$ cat src/rtl/log_mel_serializer.sv
// log_mel_serializer
//   Takes a whole 64-band log-mel frame in parallel and streams it out one
//   signed word per cycle, band 0 first. Two frame slots are used ping-pong so
//   the upstream can hand over the next frame while the current one drains.
//
// Ports
//   clk, rst_n      : clock, asynchronous active-low reset
//   frame_i         : parallel frame, band b at [b*O_BW +: O_BW]
//   frame_valid_i   : frame_i holds a frame to transfer
//   frame_ready_o   : at least one slot is free (registered flags only)
//   data_o, idx_o   : current band word and its index
//   valid_o, last_o : word valid / word is band N_MEL-1
//   ready_i         : downstream accepts the word
//   frame_cnt_o     : fully drained frames, wraps at 16 bits
module log_mel_serializer #(
    parameter int O_BW  = 14,
    parameter int N_MEL = 64
) (
    input  logic                    clk,
    input  logic                    rst_n,
    input  logic [O_BW*N_MEL-1:0]   frame_i,
    input  logic                    frame_valid_i,
    output logic                    frame_ready_o,
    output logic [O_BW-1:0]         data_o,
    output logic [$clog2(N_MEL)-1:0] idx_o,
    output logic                    valid_o,
    input  logic                    ready_i,
    output logic                    last_o,
    output logic [15:0]             frame_cnt_o
);
    localparam int IDX_W = $clog2(N_MEL);

    logic [N_MEL-1:0][O_BW-1:0] slot [2];
    logic [1:0]       full;
    logic             wp, rp;
    logic [IDX_W-1:0] idx;
    logic [15:0]      frame_cnt;
    logic             accept, xfer;

    // Ready comes from the full flags only, so there is no combinational
    // path from frame_valid_i or ready_i back to the upstream.
    assign frame_ready_o = ~(full[0] & full[1]);
    assign valid_o       = full[rp];
    assign data_o        = slot[rp][idx];
    assign idx_o         = idx;
    assign last_o        = valid_o && (idx == IDX_W'(N_MEL - 1));
    assign frame_cnt_o   = frame_cnt;

    assign accept = frame_valid_i && frame_ready_o;
    assign xfer   = valid_o && ready_i;

    always_ff @(posedge clk or negedge rst_n) begin
        if (!rst_n) begin
            slot[0]   <= '0;
            slot[1]   <= '0;
            full      <= '0;
            wp        <= 1'b0;
            rp        <= 1'b0;
            idx       <= '0;
            frame_cnt <= '0;
        end else begin
            // wp always points at a free slot when accept is possible, and rp
            // at a full one when draining, so the two flag updates below never
            // touch the same bit.
            if (accept) begin
                slot[wp] <= frame_i;
                full[wp] <= 1'b1;
                wp       <= ~wp;
            end
            if (xfer) begin
                if (last_o) begin
                    idx       <= '0;
                    full[rp]  <= 1'b0;
                    rp        <= ~rp;
                    frame_cnt <= frame_cnt + 16'd1;
                end else begin
                    idx <= idx + 1'b1;
                end
            end
        end
    end
endmodule

$ cat config.mk
export PLATFORM = sky130hd
export DESIGN_NAME = log_mel_serializer
export DESIGN_NICKNAME = d
export VERILOG_FILES = /design/src/rtl/log_mel_serializer.sv
export SDC_FILE = /design/constraint.sdc
export NUM_CORES = 2
export LEC_CHECK = 0
export CAP_MARGIN = 20
export CORE_UTILIZATION = 35
export CTS_CLUSTER_DIAMETER = 40
export DETAILED_ROUTE_END_ITERATION = 10
export GPL_ROUTABILITY_DRIVEN = 0
export SETUP_SLACK_MARGIN = 0.02
export SYNTH_ARGS = -nofsm -noshare
export SYNTH_HDL_FRONTEND = slang
export SYNTH_SLANG_ARGS = --single-unit
$ cat constraint.sdc
create_clock -name clk -period 2.77 [get_ports clk]
set_input_delay 0.554 -clock clk [delete_from_list [all_inputs] [get_ports clk]]
set_output_delay 0.554 -clock clk [all_outputs]
set_load 0.03 [all_outputs]
Word-level counts from Yosys, hierarchy flattened
Cells that the tools add are included.

Register bits after elaboration: 1818. Output and inout bits: 39.

Add/sub/neg operators: 2. $lt $le $gt $ge: 8. Eq/ne operators: 1. Muxes and demuxes: 18. Bitwise logic cells: 9. Reduce and logical (&&, ||, !) cells: 7.

Operator list (number): 2-to-1 mux 896 bit (4); bitwise mux 1792 bit (1); demux 896 bit (select 1 bit) (1); binary-select mux 14 bit (select 6 bit) (1); adder 16 x 1 -> 16 bit (second input constant) (1); 2-to-1 mux 14 bit (1); less-than comparator 6 x 7 -> 1 bit (second input constant) (1); adder 6 x 1 -> 6 bit (second input constant) (1); equality test 6 bit (second input constant) (1); logical AND 1 bit (6); 2-to-1 mux 2 bit (3); 2-to-1 mux 6 bit (1); greater-or-equal comparator 2 bit (second input constant) (2); less-than comparator 1 x 2 -> 1 bit (second input constant) (2); 2-to-1 mux 1 bit (4); NOT 1 -> 2 bit (2); NOT 1 bit (3); AND 2 bit (1); demux 1 bit (select 1 bit) (2); greater-or-equal comparator 1 bit (second input constant) (2); less-than comparator 2 x 1 -> 1 bit (second input constant) (1); NOT 2 bit (1); OR 2 bit (1); AND reduction 2 bit (1); AND 1 bit (1).

Depth between registers and ports, before layout
Depth after elaboration: 9. Depth in mapped cells: 10.

Least setup slack after synthesis
No wires, ideal clock.

Path kind: flip-flop to output port. Start point: reg idx[1], in the netlist idx_o[1]. End point: out data_o[10]. Arrival: 2552 ps. Required time: 2216 ps. Setup slack: -336 ps. Stages on the path, launching flop included: 9. Path buffers: 3. Cell sequence: dfrtp_1 buf_2 buf_4 clkbuf_1 mux4_2 mux2_2 a221oi_1 a211oi_1 o32a_1.

Longest elaborated chain between the ends: 2.

Ends and longest elaborated chain: start, declared (RTL line 36) `logic [IDX_W-1:0] idx;`; start signal, assigned (RTL line 77) `idx <= idx + 1'b1;`; binary-select mux 14 bit (select 6 bit) (RTL line 44) `assign data_o = slot[rp][idx];`; 2-to-1 mux 14 bit (implied by the code) (RTL line 44); end, declared (RTL line 24) `output logic [O_BW-1:0] data_o,`.

No other way between the ends. The select of a mux whose other input is x is not followed.

Worst setup path after layout
Start point: reg idx[0], in the netlist idx_o[0]. End point: out data_o[10].

The elaborated chain is that of the path after synthesis.

==> results.toml <==
[grt]
grt_pass1_vias = 56600
grt_max_degree = 97
grt_pass1_wl_um = 412000
grt_usage_pct = 24.4
antenna_found_initial = 143
grt_overflow_total = 0

[clock_network]
cts.sinks = 1818
cts_buffer_depth = 4
cts_tree = "done"
cts_root_buf = "clkbuf_16"
cts_max_level = 5
clk_latency_ns = 1.00
clk_pin_slew_worst_paths_ns = 0.06
cts-buffers-inserted = 333

[route]
wl_per_cell_um = 29.3
drc = 0
antenna_left = 0
drt_iter0_markers = 3383
via_per_inst = 5.40
routed_wl_um = 289000
num_vias = 53300
drt-pass1-iter-count = 5

[worst_hold_path]
whs_endpoint = "slot[672]"
hold_path.class = "in -> reg"
hold_depth = 2
hold_start = "frame_i[672]"

[setup_path]
cp-end-kind = "output port"
ff2ff_path_depth = 12
cp_max_fo = 7
r2r_slack_ns = 0.17
path_class = "reg -> out"
r2r-end = "frame_cnt_o[15]"
crit_path_start = "idx_o[0]"
worstPathRequired_ns = 2.22
crit_arrival_ns = 3.80
reg2reg_from = "idx_o[0]"
start_kind = "register"

[die]
fp-row-count = 176
die_w_um = 485
core_area_sq_um = 231000
start_util_pct = 35.3
fp.dieArea_sq_um = 235000
fp.dieH_um = 485
io_pins = 939

[power]
p_clk_share_pct = 30.4
power.total_mw = 142
p_per_area_nw_per_um2 = 1260
p_leak_nw = 46.9
peakVddDrop_uv = 596
netSwitchingPower_mw = 44.1
p_int_mw = 97.4
pwr-share-seq_pct = 33.2
combPwrFrac_pct = 36.4
swShare_pct = 31.2

[logic_synthesis]
synthCells = 5140
yosysTopAreaCell = "dfrtp_1"
syn_avg_cell_area_sq_um = 15.9
syn-num-nets = 6042
synth_area_leaders = "dfrtp_1 (56%), mux2_2 (26%), mux4_2 (9.3%), mux2i_1 (2.6%), clkbuf_1 (0.99%)"
yosysMostFrequentCell = "mux2_2"
yosys_warnings = 0
ys.flop_type = "dfrtp_1"
synth_edf_count = 0
seq_area_frac_synth_pct = 55.8
yosys-top-cells-count = "mux2_2 (1850), dfrtp_1 (1818), mux4_2 (336), clkbuf_1 (216), mux2i_1 (211)"
ys_ff_latch = 1818
synth.distinct_cells = 45
synth_area_sq_um = 81500
yosysTopAreaCellShare_pct = 55.8
synthArstFlopShare_pct = 100

[sta]
fmaxAchievable_mhz = 229
hold_violations = 0
drv_slew = 0
rsz0062_at_grt = "yes"
fin_skew_ns = 0.109
min_period_ns = 4.36
layout_setup_ws_ns = -1.59
final.period_utilization_pct = 157
setup_viol = 17
tightest_slew_ns = 0.683
holdWs_ns = 0.194
fin_setup_tns_ns = -22.06
relSlewSlack_pct = 54.5

[final_layout]
areaGrowthSynthToFinish_pct = 38.1
final_layout_size_suffix_gt1_share_pct = 50.9
stdcell_count = 9877
multi_input_area_sq_um = 35600
regArea_sq_um = 45500
fillCellCount = 19600
nets = 7435

[place]
place.port_buffers = 938
dp.cells = 9172
dpl.hpwl_um = 213000

[outcome]
violations = "negative setup slack"
status = "finished, violations left"

[job]
drv_cap = 0
-- worst max-delay path by stage --
stage / end / slack (ns) / cells after the start
final: data_o[10] / -1.59 / 10
after global routing: data_o[2] / -1.67 / 11
after CTS: data_o[10] / -1.68 / 10
after detailed placement: data_o[5] / -1.23 / 8
after global placement: data_o[5] / -1.27 / 8
after floorplan: data_o[10] / -0.11 / 9
-- cells in the final DEF (no fill, tap or decap), types with 15 or more instances in the layout --
master and n:
clkinv_2 31, clkbuf_16 341, clkinv_4 25, buf_4 313
a21oi_1 24, clkbuf_1 30, mux2_2 1830, bufinv_16 54
buf_12 159, a211oi_1 44, or4_4 15, buf_16 16
mux2i_1 208, clkdlybuf4s50_1 913, mux4_2 336, a22oi_2 23
dfrtp_1 1812, inv_6 30, nor2b_1 31, nor2_1 35
a221oi_1 26, clkinvlp_4 32, diode_2 60, a221oi_4 16
nand2_1 18, o221ai_1 25, mux2_4 20, buf_6 27
clkbuf_8 38, o22ai_1 36, a22oi_1 34
-- critical path, cell delays in order (launching register included) --
cell	delay, ns
dfrtp_4	0.44
buf_12	0.14
buf_16	0.19
buf_16	0.16
mux4_2	0.50
a22oi_2	0.25
a21oi_4	0.13
or4_4	0.44
buf_4	0.18
o32a_4	0.26
buf_12	0.16
-- flip-flops by register name, indices dropped and copies added (netlist names) --
name	cells
rp	1
full	2
idx_o	6
wp	1
slot	1792
frame_cnt_o	16
-- routing by layer --
layer  GRT usage, %  vias up  part of all wire, %
met4           11.3       72                  4.2
met3           6.14      589                  6.7
met1           31.4    28400                   41
met5              0        -                 0.16
met2           38.5     1782                   48
li1               -    22400                    -
-- repair_timing --
item | CTS | global route
setup buffers | 25 | 34
endpoints found under the hold margin | 66 | 0
setup endpoints to repair | 24 | 21
gates resized for setup | 230 | 96
cloned | 8 | 1
hold buffers | 1 | 0
pin swaps | 61 | 50
-- power by group through the flow --
stage,logic (mW),registers (mW),clock network (mW)
final,51.5,47.0,43.0
after global routing,54.2,48.4,45.0
after CTS,50.9,46.8,43.7
after detailed placement,48.0,47.1,0
after global placement,47.1,46.5,0
after floorplan,29.4,44.3,0
-- stage by stage --
step                setup WS [ns]  util (%)  cell area (sq um)
detailed placement          -1.23      42.6              98300
floorplan                  -0.107         -              81700
finish                      -1.59      48.8             113000
global route                -1.67      48.7             113000
global placement            -1.27      42.6              98300
CTS                         -1.68      48.4             112000
-- logic make-up (layout without fill, tap and decap cells) --
family          Yosys count  in the layout  share of synthesized area [%]
mux                    2397           2397                           37.4
flops                  1818           1818                           55.8
buf+inv                 391           2042                           2.19
compound gates          358            358                           3.28
simple gates            156            156                           1.05
xor+xnor                 18             18                          0.193
fa+ha+maj                 2              2                         0.0307
other cells               0             60                              0
-- layout make-up --
type                    instances  area share, %
flip-flops and latches       1818           40.4
multi-input cells            2931           31.6
repair buffers               1443           13.9
clock buffers                 408           8.12
well taps                    3026           3.36
clock inverters               185           2.39
diodes                         60          0.133
inverters                       6         0.0200
Note: power is estimated with default switching activity, not from simulation.
